### config.mk
export PLATFORM = sky130hd
export DESIGN_NAME = barcode_frame_decoder
export DESIGN_NICKNAME = d
export VERILOG_FILES = /design/src/rtl/barcode_frame_decoder.sv
export SDC_FILE = /design/constraint.sdc
export NUM_CORES = 1
export LEC_CHECK = 0
export ABC_CLOCK_PERIOD_IN_PS = 2900
export CORE_MARGIN = 4
export CORE_UTILIZATION = 54
export DETAILED_ROUTE_END_ITERATION = 8
export MAX_ROUTING_LAYER = met4
export PLACE_DENSITY = 0.79
export SKIP_LAST_GASP = 1
export SYNTH_ARGS = -nofsm -noshare
export SYNTH_HDL_FRONTEND = slang
export SYNTH_SLANG_ARGS = --single-unit
### constraint.sdc
create_clock -name clock -period 2.9 [get_ports clock]
set_input_delay 0.58 -clock clock [delete_from_list [all_inputs] [get_ports clock]]
set_output_delay 0.58 -clock clock [all_outputs]
set_load 0.01 [all_outputs]
### src/rtl/barcode_frame_decoder.sv
// Serial bar-code frame decoder: learns the module width from the start guard,
// samples each module at its midpoint, checks guards/parity and emits a 5-bit code.
module barcode_frame_decoder #(
    parameter int CW          = 8,
    parameter int MIN_W       = 4,
    parameter int MAX_W       = 200,
    parameter int IDLE_CYCLES = 16
) (
    input  logic       clock,
    input  logic       reset,
    input  logic       bar_in,
    output logic [4:0] code,
    output logic       code_valid,
    output logic       err,
    output logic       busy
);

    typedef enum logic [1:0] {
        ST_ARM     = 2'd0,
        ST_MEASURE = 2'd1,
        ST_SAMPLE  = 2'd2
    } state_t;

    // Width counter carries one extra bit so MAX_W+1 always fits.
    localparam logic [CW:0]   MIN_C  = (CW+1)'(MIN_W);
    localparam logic [CW:0]   MAX_C  = (CW+1)'(MAX_W);
    localparam logic [CW-1:0] IDLE_C = CW'(IDLE_CYCLES);

    function automatic logic even_parity_ok(input logic [4:0] d, input logic p);
        return ~(^{d, p});
    endfunction

    logic          r_sync1, r_s;
    state_t        r_state, w_state_nx;
    logic [CW-1:0] r_idle, w_idle_nx;
    logic [CW:0]   r_width, w_width_nx;
    logic [CW-1:0] r_w, w_w_nx;
    logic [CW-1:0] r_phase, w_phase_nx;
    logic [3:0]    r_m, w_m_nx;
    logic [4:0]    r_data, w_data_nx;
    logic          r_par, w_par_nx;
    logic [4:0]    r_code, w_code_nx;
    logic          r_valid, w_valid_nx;
    logic          r_err, w_err_nx;
    logic          r_busy, w_busy_nx;
    logic          w_sample;

    assign w_sample = (r_phase == (r_w >> 1));

    // Next-state and next-output computation for the frame FSM.
    always_comb begin
        w_state_nx = r_state;
        w_idle_nx  = r_idle;
        w_width_nx = r_width;
        w_w_nx     = r_w;
        w_phase_nx = r_phase;
        w_m_nx     = r_m;
        w_data_nx  = r_data;
        w_par_nx   = r_par;
        w_code_nx  = r_code;
        w_valid_nx = 1'b0;
        w_err_nx   = 1'b0;
        w_busy_nx  = r_busy;
        case (r_state)
            ST_ARM: begin
                if (r_s) begin
                    w_idle_nx = {CW{1'b0}};
                    if (r_idle == IDLE_C) begin
                        w_state_nx = ST_MEASURE;
                        w_width_nx = {{CW{1'b0}}, 1'b1};
                        w_busy_nx  = 1'b1;
                    end else begin
                        w_state_nx = ST_ARM;
                    end
                end else if (r_idle != IDLE_C) begin
                    w_idle_nx = r_idle + CW'(1);
                end else begin
                    w_idle_nx = r_idle;
                end
            end
            ST_MEASURE: begin
                if (r_s) begin
                    if (r_width <= MAX_C) begin
                        w_width_nx = r_width + (CW+1)'(1);
                    end else begin
                        w_width_nx = r_width;
                    end
                end else if (r_width < MIN_C || r_width > MAX_C) begin
                    w_state_nx = ST_ARM;
                    w_idle_nx  = {CW{1'b0}};
                    w_err_nx   = 1'b1;
                    w_busy_nx  = 1'b0;
                end else begin
                    w_state_nx = ST_SAMPLE;
                    w_w_nx     = r_width[CW-1:0];
                    w_phase_nx = CW'(1);
                    w_m_nx     = 4'd1;
                end
            end
            ST_SAMPLE: begin
                if (r_phase == r_w - CW'(1)) begin
                    w_phase_nx = {CW{1'b0}};
                    w_m_nx     = r_m + 4'd1;
                end else begin
                    w_phase_nx = r_phase + CW'(1);
                end
                if (w_sample) begin
                    case (r_m)
                        4'd1:    w_err_nx = r_s;
                        4'd2:    w_err_nx = ~r_s;
                        4'd3, 4'd4, 4'd5, 4'd6, 4'd7:
                                 w_data_nx = {r_data[3:0], r_s};
                        4'd8:    w_par_nx = r_s;
                        4'd9: begin
                            if (r_s && even_parity_ok(r_data, r_par)) begin
                                w_valid_nx = 1'b1;
                                w_code_nx  = r_data;
                            end else begin
                                w_err_nx = 1'b1;
                            end
                        end
                        default: w_err_nx = 1'b1;
                    endcase
                end else begin
                    w_err_nx = 1'b0;
                end
                if (w_err_nx || w_valid_nx) begin
                    w_state_nx = ST_ARM;
                    w_idle_nx  = {CW{1'b0}};
                    w_busy_nx  = 1'b0;
                end else begin
                    w_state_nx = ST_SAMPLE;
                end
            end
            default: begin
                w_state_nx = ST_ARM;
                w_idle_nx  = {CW{1'b0}};
                w_busy_nx  = 1'b0;
            end
        endcase
    end

    // Synchronizer and FSM state/output registers.
    always_ff @(posedge clock) begin
        if (reset) begin
            r_sync1 <= 1'b0;
            r_s     <= 1'b0;
            r_state <= ST_ARM;
            r_idle  <= {CW{1'b0}};
            r_width <= {(CW+1){1'b0}};
            r_w     <= {CW{1'b0}};
            r_phase <= {CW{1'b0}};
            r_m     <= 4'd0;
            r_data  <= 5'd0;
            r_par   <= 1'b0;
            r_code  <= 5'd0;
            r_valid <= 1'b0;
            r_err   <= 1'b0;
            r_busy  <= 1'b0;
        end else begin
            r_sync1 <= bar_in;
            r_s     <= r_sync1;
            r_state <= w_state_nx;
            r_idle  <= w_idle_nx;
            r_width <= w_width_nx;
            r_w     <= w_w_nx;
            r_phase <= w_phase_nx;
            r_m     <= w_m_nx;
            r_data  <= w_data_nx;
            r_par   <= w_par_nx;
            r_code  <= w_code_nx;
            r_valid <= w_valid_nx;
            r_err   <= w_err_nx;
            r_busy  <= w_busy_nx;
        end
    end

    assign code       = r_code;
    assign code_valid = r_valid;
    assign err        = r_err;
    assign busy       = r_busy;

endmodule

==> results of run 1 <==
==> power by group <==
part | internal (mW) | total, mW | switching [mW] | leakage, nW
Clock | 0.284 | 0.548 | 0.264 | 0.0618
Combinational | 0.0496 | 0.134 | 0.0844 | 0.793
Sequential | 0.767 | 0.784 | 0.0171 | 0.444
Total | 1.10 | 1.47 | 0.365 | 1.30
==> cell families (layout without fill, tap and decap cells) <==
family	Yosys count	in the layout	share of synthesized area
and+or+nand+nor	143	143	0.243
adders and majority gates	13	13	0.0528
AOI/OAI and AO/OA	64	64	0.148
xor gates and xnor gates	31	31	0.0926
DFF	55	55	0.357
buffers and inverters	34	39	0.0447
muxes	19	19	0.0617
==> through the flow <==
stage	cells	setup slack, ns
after global routing	436	0.295
after floorplan	359	0.674
after CTS	436	0.469
after global placement	428	0.548
final	436	0.477
after detailed placement	428	0.497
==> sequential cells by signal, indices dropped and copies added (netlist names) <==
name        count
busy            1
code            5
code_valid      1
err             1
r_data          5
r_idle          8
r_m             4
r_par           1
r_phase         8
r_s             1
r_state         2
r_sync1         1
r_w             8
r_width         9
==> layout make-up <==
class	instances	area [µm²]	area share
repair buffers	14	130	0.0388
clock inverters	2	38.8	0.0116
clock buffers	6	82.6	0.0247
multi-input cells	270	1840	0.550
flip-flops and latches	55	1100	0.329
inverters	17	63.8	0.0191
well taps	72	90.1	0.0269
==> cell usage after synthesis, types with 9 or more instances <==
library cell and number:
sky130_fd_sc_hd__o21ai_0 9, sky130_fd_sc_hd__nor2_1 48, sky130_fd_sc_hd__a21oi_1 10, sky130_fd_sc_hd__ha_1 13, sky130_fd_sc_hd__clkbuf_1 14, sky130_fd_sc_hd__dfxtp_1 55, sky130_fd_sc_hd__xor2_1 13, sky130_fd_sc_hd__xnor2_1 17
sky130_fd_sc_hd__nand2_1 22, sky130_fd_sc_hd__inv_1 17, sky130_fd_sc_hd__nand3_1 16, sky130_fd_sc_hd__mux2i_1 19
==> critical path, cell delays in order, from the launching register on <==
cell	delay [ns]
sky130_fd_sc_hd__dfxtp_1	0.50
sky130_fd_sc_hd__xor2_1	0.10
sky130_fd_sc_hd__or4_1	0.56
sky130_fd_sc_hd__or3_4	0.39
sky130_fd_sc_hd__or3_1	0.50
sky130_fd_sc_hd__mux2i_1	0.21
sky130_fd_sc_hd__nor2_1	0.06
==> metal layers <==
| layer | global-route usage | up-vias | wire, µm |
|---|---|---|---|
| met3 | 0.0415 | 9 | 203 |
| met2 | 0.293 | 40 | 2730 |
| met1 | 0.239 | 1197 | 2980 |
| met4 | 0.0629 | 0 | 113 |
| li1 | - | 1283 | - |
| met5 | - | - | 0 |
==> worst paths after layout <==
path,start,to,slack [ns],cells after the start
min,r_sync1,r_s,0.44,1
max,r_w[5],r_data[2],0.48,6
min reg2reg,r_sync1,r_s,0.44,1
max reg2reg,r_w[5],r_data[2],0.48,6
==> results.yml, run 1 <==
status:
  status: "finished clean"
logic_synthesis:
  yosys_register_bits: 55
  post_synth_inst_count: 359
  yosys-top-cells-area: "sky130_fd_sc_hd__dfxtp_1 36%, sky130_fd_sc_hd__mux2i_1 6.2%, sky130_fd_sc_hd__nor2_1 5.8%"
  synth_cell_type_count: 56
  area_of_the_mapped_netlist_um2: 3080
  postSynthNetCount: 375
  ys.warnings.count: 0
  synth_edf_count: 0
  ys_seq_area_frac: 0.357
  synth_top_area_share: 0.357
  netlist.top_cell.by_area: "sky130_fd_sc_hd__dfxtp_1"
  postSynth.topFlopCell: "sky130_fd_sc_hd__dfxtp_1"
  synth-async-reset-ratio: 0
  avgSynthCellArea_um2: 8.58
timing:
  maxClockFrequency_ghz: 0.413
  hold_ws_ns: 0.445
  finalHoldViolations: 0
  fin_tns_setup_ns: 0
  final_setup_violation_count: 0
  slew_viol_final: 0
  setup_repair_after_global_routing_missed_its_margin: "no"
  worst_tran_pin_value_ns: 0.835
  worst_slew_margin_rel: 0.439
  finClkSkew_ns: 0.0141
  period_needed_ns: 2.42
  period_share: 0.836
clocking:
  post_cts_sizing: 0
  cts_hold_repair.buffers: 0
  clkTransAtPathRegs_ns: 0.11
  clockBufferDepth: 2
  clk_latency_ns: 0.32
  clock_sinks: 55
  tritoncts_clock_tree: "yes"
  post-cts-setup-buffer-count: 0
  cts_htree_levels: 2
  cts.root.buffer_cell: "sky130_fd_sc_hd__clkbuf_8"
  tritoncts.num_buffers: 5
global_route:
  number_of_global_route_vias_before_repair: 2443
  maximum_number_of_pins_on_one_net_before_global_route_repair: 18
  grt_pass1_wl_mm: 10.8
  grt_use_total: 0.187
  grt_antenna_before_repair: 0
  grt_remaining_overflow: 0
layout:
  layout_common_cells: "55 x sky130_fd_sc_hd__dfxtp_1, 48 x sky130_fd_sc_hd__nor2_1, 22 x sky130_fd_sc_hd__nand2_1"
  layout.core_utilization: 0.608
  post_route_cells_drive_above_1_share: 0.0549
  postLayoutCellArea_um2: 3350
  finish.net_count: 379
  num-fill-cells: 485
  antenna_cells_inserted: 0
  layout-area-overhead-vs-synth_pct: 8.69
  leading_cell_type_in_the_layout_fill_and_taps_excluded: "sky130_fd_sc_hd__dfxtp_1"
worst_setup_path:
  worst-endpoint-required_ns: 3.12
  critical_path.max_fanout: 9
  timing.critical_path.to_type: "flop"
  critPathKind: "flop to flop"
  worst_setup_path_start_kind: "flop"
  arrival_ns: 2.64
power_and_ir_drop:
  power.leakage_nw: 1.30
  post-layout-total-power_mw: 1.47
  total_power_divided_by_cell_area_nw_per_um2: 438
  ir_drop_mv: 0.257
placement:
  gpl.final_weighted_congestion: 0.845
  port_buffers: 10
  place.detailed.hpwl_mm: 4.32
  dpl-instance-area_um2: 3230
floorplanning:
  dieWidth_um: 83.5
  die-area_um2: 6980
  core_area_um2: 5510
  top_level_ports: 11
  site_rows: 27
  die_y_um: 83.5
  initial_utilization: 0.560
drt:
  drt-initial-drc-count: 177
  via_per_inst: 5.80
  detail_route.wl_per_cell_um: 13.8
  post-route-drc-count: 0
  first_pass_iters: 4
  ant_nets: 0
  route.vias.total: 2529
  wl_mm: 6.02
hold_path:
  hold_path.class: "flop to flop"
flow_run:
  max-cap-violations: 0
Power figures use the tool's default switching activity.
==> run 2, diff against run 1 <==
ABC_CLOCK_PERIOD_IN_PS = 2400   (was 2900)
clock period = 2.4 ns   (was 2.9 ns; I/O delays follow)
==> run 2 against run 1 <==
  * The run now ends with negative setup slack left
  * Critical path depth grew 2
  * Global-route usage rose by 0.22 points
  * Sequential power is 20% higher
  * Hold slack improved by 0.014 ns
  * Flip-flop and latch count stayed put
  * Maximum frequency up 0.60%
  * Cell count is 4.4% higher
  * Worst setup slack lost 0.49 ns
  * Total power grew 20%
  * Critical path type unchanged
  * Largest cell class unchanged
==> results.yml, run 2 (synthesized netlist as in run 1, its figures left out) <==
timing:
  final_setup_violation_count: 1
  setup_slack_ns: -0.00865
  maxClockFrequency_ghz: 0.415
  worst_slew_margin_rel: 0.635
  slew_viol_final: 0
  period_needed_ns: 2.41
  finalHoldViolations: 0
  period_share: 1.00
  finClkSkew_ns: 0.00659
  fin_tns_setup_ns: -0.00865
  worst_tran_pin_value_ns: 0.548
worst_setup_path:
  cp_top_family: "simple AND/OR/NAND/NOR gates"
  timing.critical_path.slowest_cell_delay_ns: 0.54
  crit_slowest_cell: "sky130_fd_sc_hd__or4_1"
  total_buffers_and_inverters_traversed_by_the_critical_path: 1
  path_cells: "inv_1 -> ha_4 -> nand2b_4 -> or4b_1 -> a32oi_2 -> o211ai_2 -> or4_1 -> a31oi_1"
  worst-endpoint-required_ns: 2.64
  critical_path.max_fanout: 7
  timing.critical_path.to_type: "flop"
  critPathKind: "flop to flop"
  worst_setup_path_start_kind: "flop"
  arrival_ns: 2.65
global_route:
  grt_antenna_before_repair: 0
  number_of_global_route_vias_before_repair: 2400
  grt_remaining_overflow: 0
  grt_pass1_wl_mm: 10.8
  maximum_number_of_pins_on_one_net_before_global_route_repair: 17
  grt_use_total: 0.189
placement:
  place.detailed.hpwl_mm: 4.46
  gpl.final_weighted_congestion: 0.875
  dpl-instance-area_um2: 3330
  port_buffers: 10
hold_path:
  hold_path.class: "flop to flop"
layout:
  finish.net_count: 398
  top_register: "r_width"
  antenna_cells_inserted: 0
  num-fill-cells: 450
  largest_register_ffs: 9
  post_route_cells_drive_above_1_share: 0.123
  postLayoutCellArea_um2: 3530
  layout_common_cells: "52 x sky130_fd_sc_hd__dfxtp_1, 48 x sky130_fd_sc_hd__nor2_1, 23 x sky130_fd_sc_hd__buf_4"
  layout-area-overhead-vs-synth_pct: 14.6
  leading_cell_type_in_the_layout_fill_and_taps_excluded: "sky130_fd_sc_hd__dfxtp_1"
drt:
  first_pass_iters: 4
  via_per_inst: 5.67
  wl_mm: 6.35
  detail_route.wl_per_cell_um: 14.0
  ant_nets: 0
  route.vias.total: 2579
  drt-initial-drc-count: 266
  post-route-drc-count: 0
floorplanning:
  dieWidth_um: 83.5
  top_level_ports: 11
  initial_utilization: 0.560
  die_y_um: 83.5
  site_rows: 27
  core_area_um2: 5510
  die-area_um2: 6980
status:
  failed_checks: "negative setup slack"
  status: "finished with violations"
flow_run:
  max-cap-violations: 0
power_and_ir_drop:
  post-layout-total-power_mw: 1.76
  power.leakage_nw: 1.41
  ir_drop_mv: 0.380
  total_power_divided_by_cell_area_nw_per_um2: 497
clocking:
  cts.root.buffer_cell: "sky130_fd_sc_hd__clkbuf_8"
  cts_htree_levels: 2
  clockBufferDepth: 2
  tritoncts_clock_tree: "yes"
  clock_sinks: 55
  tritoncts.num_buffers: 5
  clk_latency_ns: 0.31
  clkTransAtPathRegs_ns: 0.10
-- run 2: cell count changes in the layout (fill, tap and decap cells not counted), sizes merged --
cell | previous run | this run
clkinv | 0 | 1
inv | 18 | 17
buf | 4 | 23
-- run 2: cell type report --
class,instances,area [µm²],share of cell area
multi-input combinational,270,1880,0.532
sequential,55,1110,0.313
timing repair buffer,33,273,0.0772
tap,72,90.1,0.0255
clock buffer,6,82.6,0.0234
inverter,17,63.8,0.0181
clock inverter,2,35.0,0.00992
-- run 2: worst paths after layout --
| kind | startpoint | to | slack (ns) | cells after the start |
|---|---|---|---|---|
| setup / recovery | r_w[1] | r_m[3] | -0.009 | 8 |
| hold / removal | r_sync1 | r_s | 0.46 | 1 |
| setup reg to reg | r_w[1] | r_m[3] | -0.009 | 8 |
| hold reg to reg | r_sync1 | r_s | 0.46 | 1 |
-- run 2: worst register-to-register path: stages (launching register included) --
cell,delay (ns)
sky130_fd_sc_hd__dfxtp_4,0.37
sky130_fd_sc_hd__inv_1,0.09
sky130_fd_sc_hd__ha_4,0.15
sky130_fd_sc_hd__nand2b_4,0.06
sky130_fd_sc_hd__or4b_1,0.54
sky130_fd_sc_hd__a32oi_2,0.18
sky130_fd_sc_hd__o211ai_2,0.20
sky130_fd_sc_hd__or4_1,0.54
sky130_fd_sc_hd__a31oi_1,0.21
-- run 2: metal layers --
metal  share of wire  global-route usage  routed length [µm]  vias to the layer above
met1            0.48               0.249                3070                     1198
met4           0.013              0.0585                  80                        0
met5               0                   -                   0                        -
li1                -                   -                   -                     1323
met2            0.46               0.299                2940                       53
met3           0.040              0.0306                 255                        5
-- run 2: stage by stage --
stage | setup slack [ns] | hold WS (ns) | cells | utilization
finish | -0.00865 | 0.459 | 455 | 0.641
global route | -0.0708 | 0.476 | 455 | 0.641
CTS | 0.000618 | 0.462 | 450 | 0.627
detailed placement | 0.0388 | 0.438 | 442 | 0.605
global placement | 0.123 | 0.433 | 442 | 0.605
floorplan | 0.174 | 0.414 | 359 | -
-- run 2: where the power goes --
part	leakage, nW	total [mW]	switching (mW)	internal, mW
clock network	0.0612	0.635	0.297	0.338
registers	0.446	0.943	0.0168	0.926
logic	0.899	0.179	0.108	0.0714
-- run 2: timing repair --
item / in CTS / in global routing
setup buffers: 0 / 5
hold endpoints to repair: 0 / 0
setup endpoints to repair: 0 / 11
resized for setup: 0 / 10
hold buffers: 0 / 0
==> run 3, diff against run 2 <==
ABC_CLOCK_PERIOD_IN_PS = 2000   (was 2400)
CAP_MARGIN = 10   (was unset)
PLACE_DENSITY = 0.82   (was 0.79)
clock period = 2 ns   (was 2.4 ns; I/O delays follow)
==> run 3 against run 2 <==
  * The run still ends with negative setup slack left
  * Die area unchanged
  * Maximum frequency increased by 6.0%
  * Global-route usage increased by 4.3 points
  * Wire length increased by 31%
  * Non-clock buffer count increased by 45
  * Sequential power increased by 20%
  * Cell count increased by 9.9%
  * Sequential share of layout area decreased by 3.8 points
  * Worst setup slack got worse by 0.26 ns
  * Via count increased by 14%
  * Register-to-register slack got worse by 0.26 ns
  * Clock skew increased by 0.0015 ns
  * Critical endpoint unchanged
  * Largest power group unchanged
==> results.yml, run 3 (synthesized netlist as in run 1, its figures left out) <==
status:
  status: "finished with violations"
  failed_checks: "negative setup slack"
layout:
  layout_common_cells: "62 x sky130_fd_sc_hd__buf_4, 49 x sky130_fd_sc_hd__dfxtp_1, 43 x sky130_fd_sc_hd__nor2_1"
  finish.net_count: 443
  largest_register_ffs: 9
  top_register: "r_width"
  num-fill-cells: 366
  post_route_cells_drive_above_1_share: 0.301
  layout.core_utilization: 0.734
  leading_cell_type_in_the_layout_fill_and_taps_excluded: "sky130_fd_sc_hd__buf_4"
  antenna_cells_inserted: 0
  layout-area-overhead-vs-synth_pct: 31.1
placement:
  place_ws_ns: -0.329
  place.detailed.hpwl_mm: 5.56
  port_buffers: 10
  gpl.final_weighted_congestion: 0.907
global_route:
  grt_pass1_wl_mm: 13.3
  grt_use_total: 0.232
  grt_antenna_before_repair: 0
  number_of_global_route_vias_before_repair: 2866
  grt_remaining_overflow: 0
  maximum_number_of_pins_on_one_net_before_global_route_repair: 18
timing:
  period_share: 1.14
  finClkSkew_ns: 0.00808
  setup_repair_after_global_routing_missed_its_margin: "yes"
  worst_slew_margin_rel: 0.693
  finalHoldViolations: 0
  slew_viol_final: 0
  worst_tran_pin_value_ns: 0.460
  setup_slack_ns: -0.273
  maxClockFrequency_ghz: 0.440
  final_setup_violation_count: 33
  period_needed_ns: 2.27
drt:
  via_per_inst: 5.90
  wl_mm: 8.34
  ant_nets: 0
  detail_route.wl_per_cell_um: 16.7
  drt-initial-drc-count: 135
  route.vias.total: 2948
  post-route-drc-count: 0
  first_pass_iters: 4
floorplanning:
  core_area_um2: 5510
  top_level_ports: 11
  site_rows: 27
  die-area_um2: 6980
  initial_utilization: 0.560
  dieWidth_um: 83.5
  die_y_um: 83.5
power_and_ir_drop:
  ir_drop_mv: 0.383
  total_power_divided_by_cell_area_nw_per_um2: 528
  power.leakage_nw: 1.64
clocking:
  clk_latency_ns: 0.33
  tritoncts_clock_tree: "yes"
  clkTransAtPathRegs_ns: 0.11
  tritoncts.num_buffers: 5
  cts.root.buffer_cell: "sky130_fd_sc_hd__clkbuf_8"
  cts_htree_levels: 2
  clockBufferDepth: 2
  clock_sinks: 55
  cts_hold_repair.buffers: 0
worst_setup_path:
  critPathKind: "flop to flop"
  critical_path.max_fanout: 5
  worst-endpoint-required_ns: 2.25
  launching_point_of_the_worst_reg2reg_path: "r_w[1]"
  timing.critical_path.from: "r_w[1]"
  arrival_ns: 2.53
  timing.critical_path.to_type: "flop"
  worst_setup_path_start_kind: "flop"
hold_path:
  hold_path.class: "flop to flop"
  hp-start: "r_sync1"
flow_run:
  max-cap-violations: 0
-- run 3: path summary, 6_finish.rpt --
path	endpoint	slack [ns]	cells after the start
hold reg to reg	r_s	0.46	1
setup / recovery	r_m[3]	-0.27	9
setup reg to reg	r_m[3]	-0.27	9
hold / removal	r_s	0.46	1
-- run 3: critical path, stage by stage, from the launching register on --
cell                       delay, ns
sky130_fd_sc_hd__dfxtp_4        0.37
sky130_fd_sc_hd__inv_2          0.06
sky130_fd_sc_hd__ha_4           0.13
sky130_fd_sc_hd__nand2b_4       0.05
sky130_fd_sc_hd__or4b_4         0.47
sky130_fd_sc_hd__a32oi_1        0.22
sky130_fd_sc_hd__o211ai_2       0.19
sky130_fd_sc_hd__buf_4          0.18
sky130_fd_sc_hd__or4_1          0.39
sky130_fd_sc_hd__a31oi_1        0.15
-- run 3: metal layers --
layer	track usage	share of wire	vias up
li1	-	-	1424
met1	0.291	0.45	1414
met2	0.380	0.49	90
met3	0.0424	0.039	20
met4	0.0731	0.019	0
met5	-	0	-
-- run 3: layout make-up --
type | instances | area (µm²) | share of cell area
sequential | 55 | 1110 | 0.276
inverter | 17 | 63.8 | 0.0158
tap | 72 | 90.1 | 0.0223
clock buffer | 6 | 72.6 | 0.0180
timing repair buffer | 78 | 642 | 0.159
multi-input combinational | 270 | 2040 | 0.505
clock inverter | 2 | 17.5 | 0.00434
-- run 3: report_power, final --
part,total (mW),switching (mW),internal [mW],leakage [nW]
logic,0.354,0.192,0.162,1.15
clock network,0.652,0.399,0.253,0.0454
registers,1.13,0.0138,1.11,0.448
total,2.13,0.605,1.53,1.64
-- run 3: what timing repair did --
| item | CTS | global route |
|---|---|---|
| resized for setup | 22 | 27 |
| pin swaps | 21 | 12 |
| buffers inserted | 4 | 5 |
| endpoints found under the setup margin | 35 | 39 |
| gates cloned | 0 | 1 |
-- run 3: through the flow --
stage / instances / total power, mW / TNS [ns] / hold slack [ns] / area, µm²
after floorplan: 359 / 1.30 / -1.89 / 0.414 / 3130
after global placement: 482 / 1.41 / -2.47 / 0.418 / 3690
after detailed placement: 482 / 1.42 / -4.31 / 0.443 / 3690
after CTS: 494 / 2.09 / -3.45 / 0.463 / 3910
after global routing: 500 / 2.21 / -7.65 / 0.471 / 4040
final: 500 / 2.13 / -4.12 / 0.460 / 4040
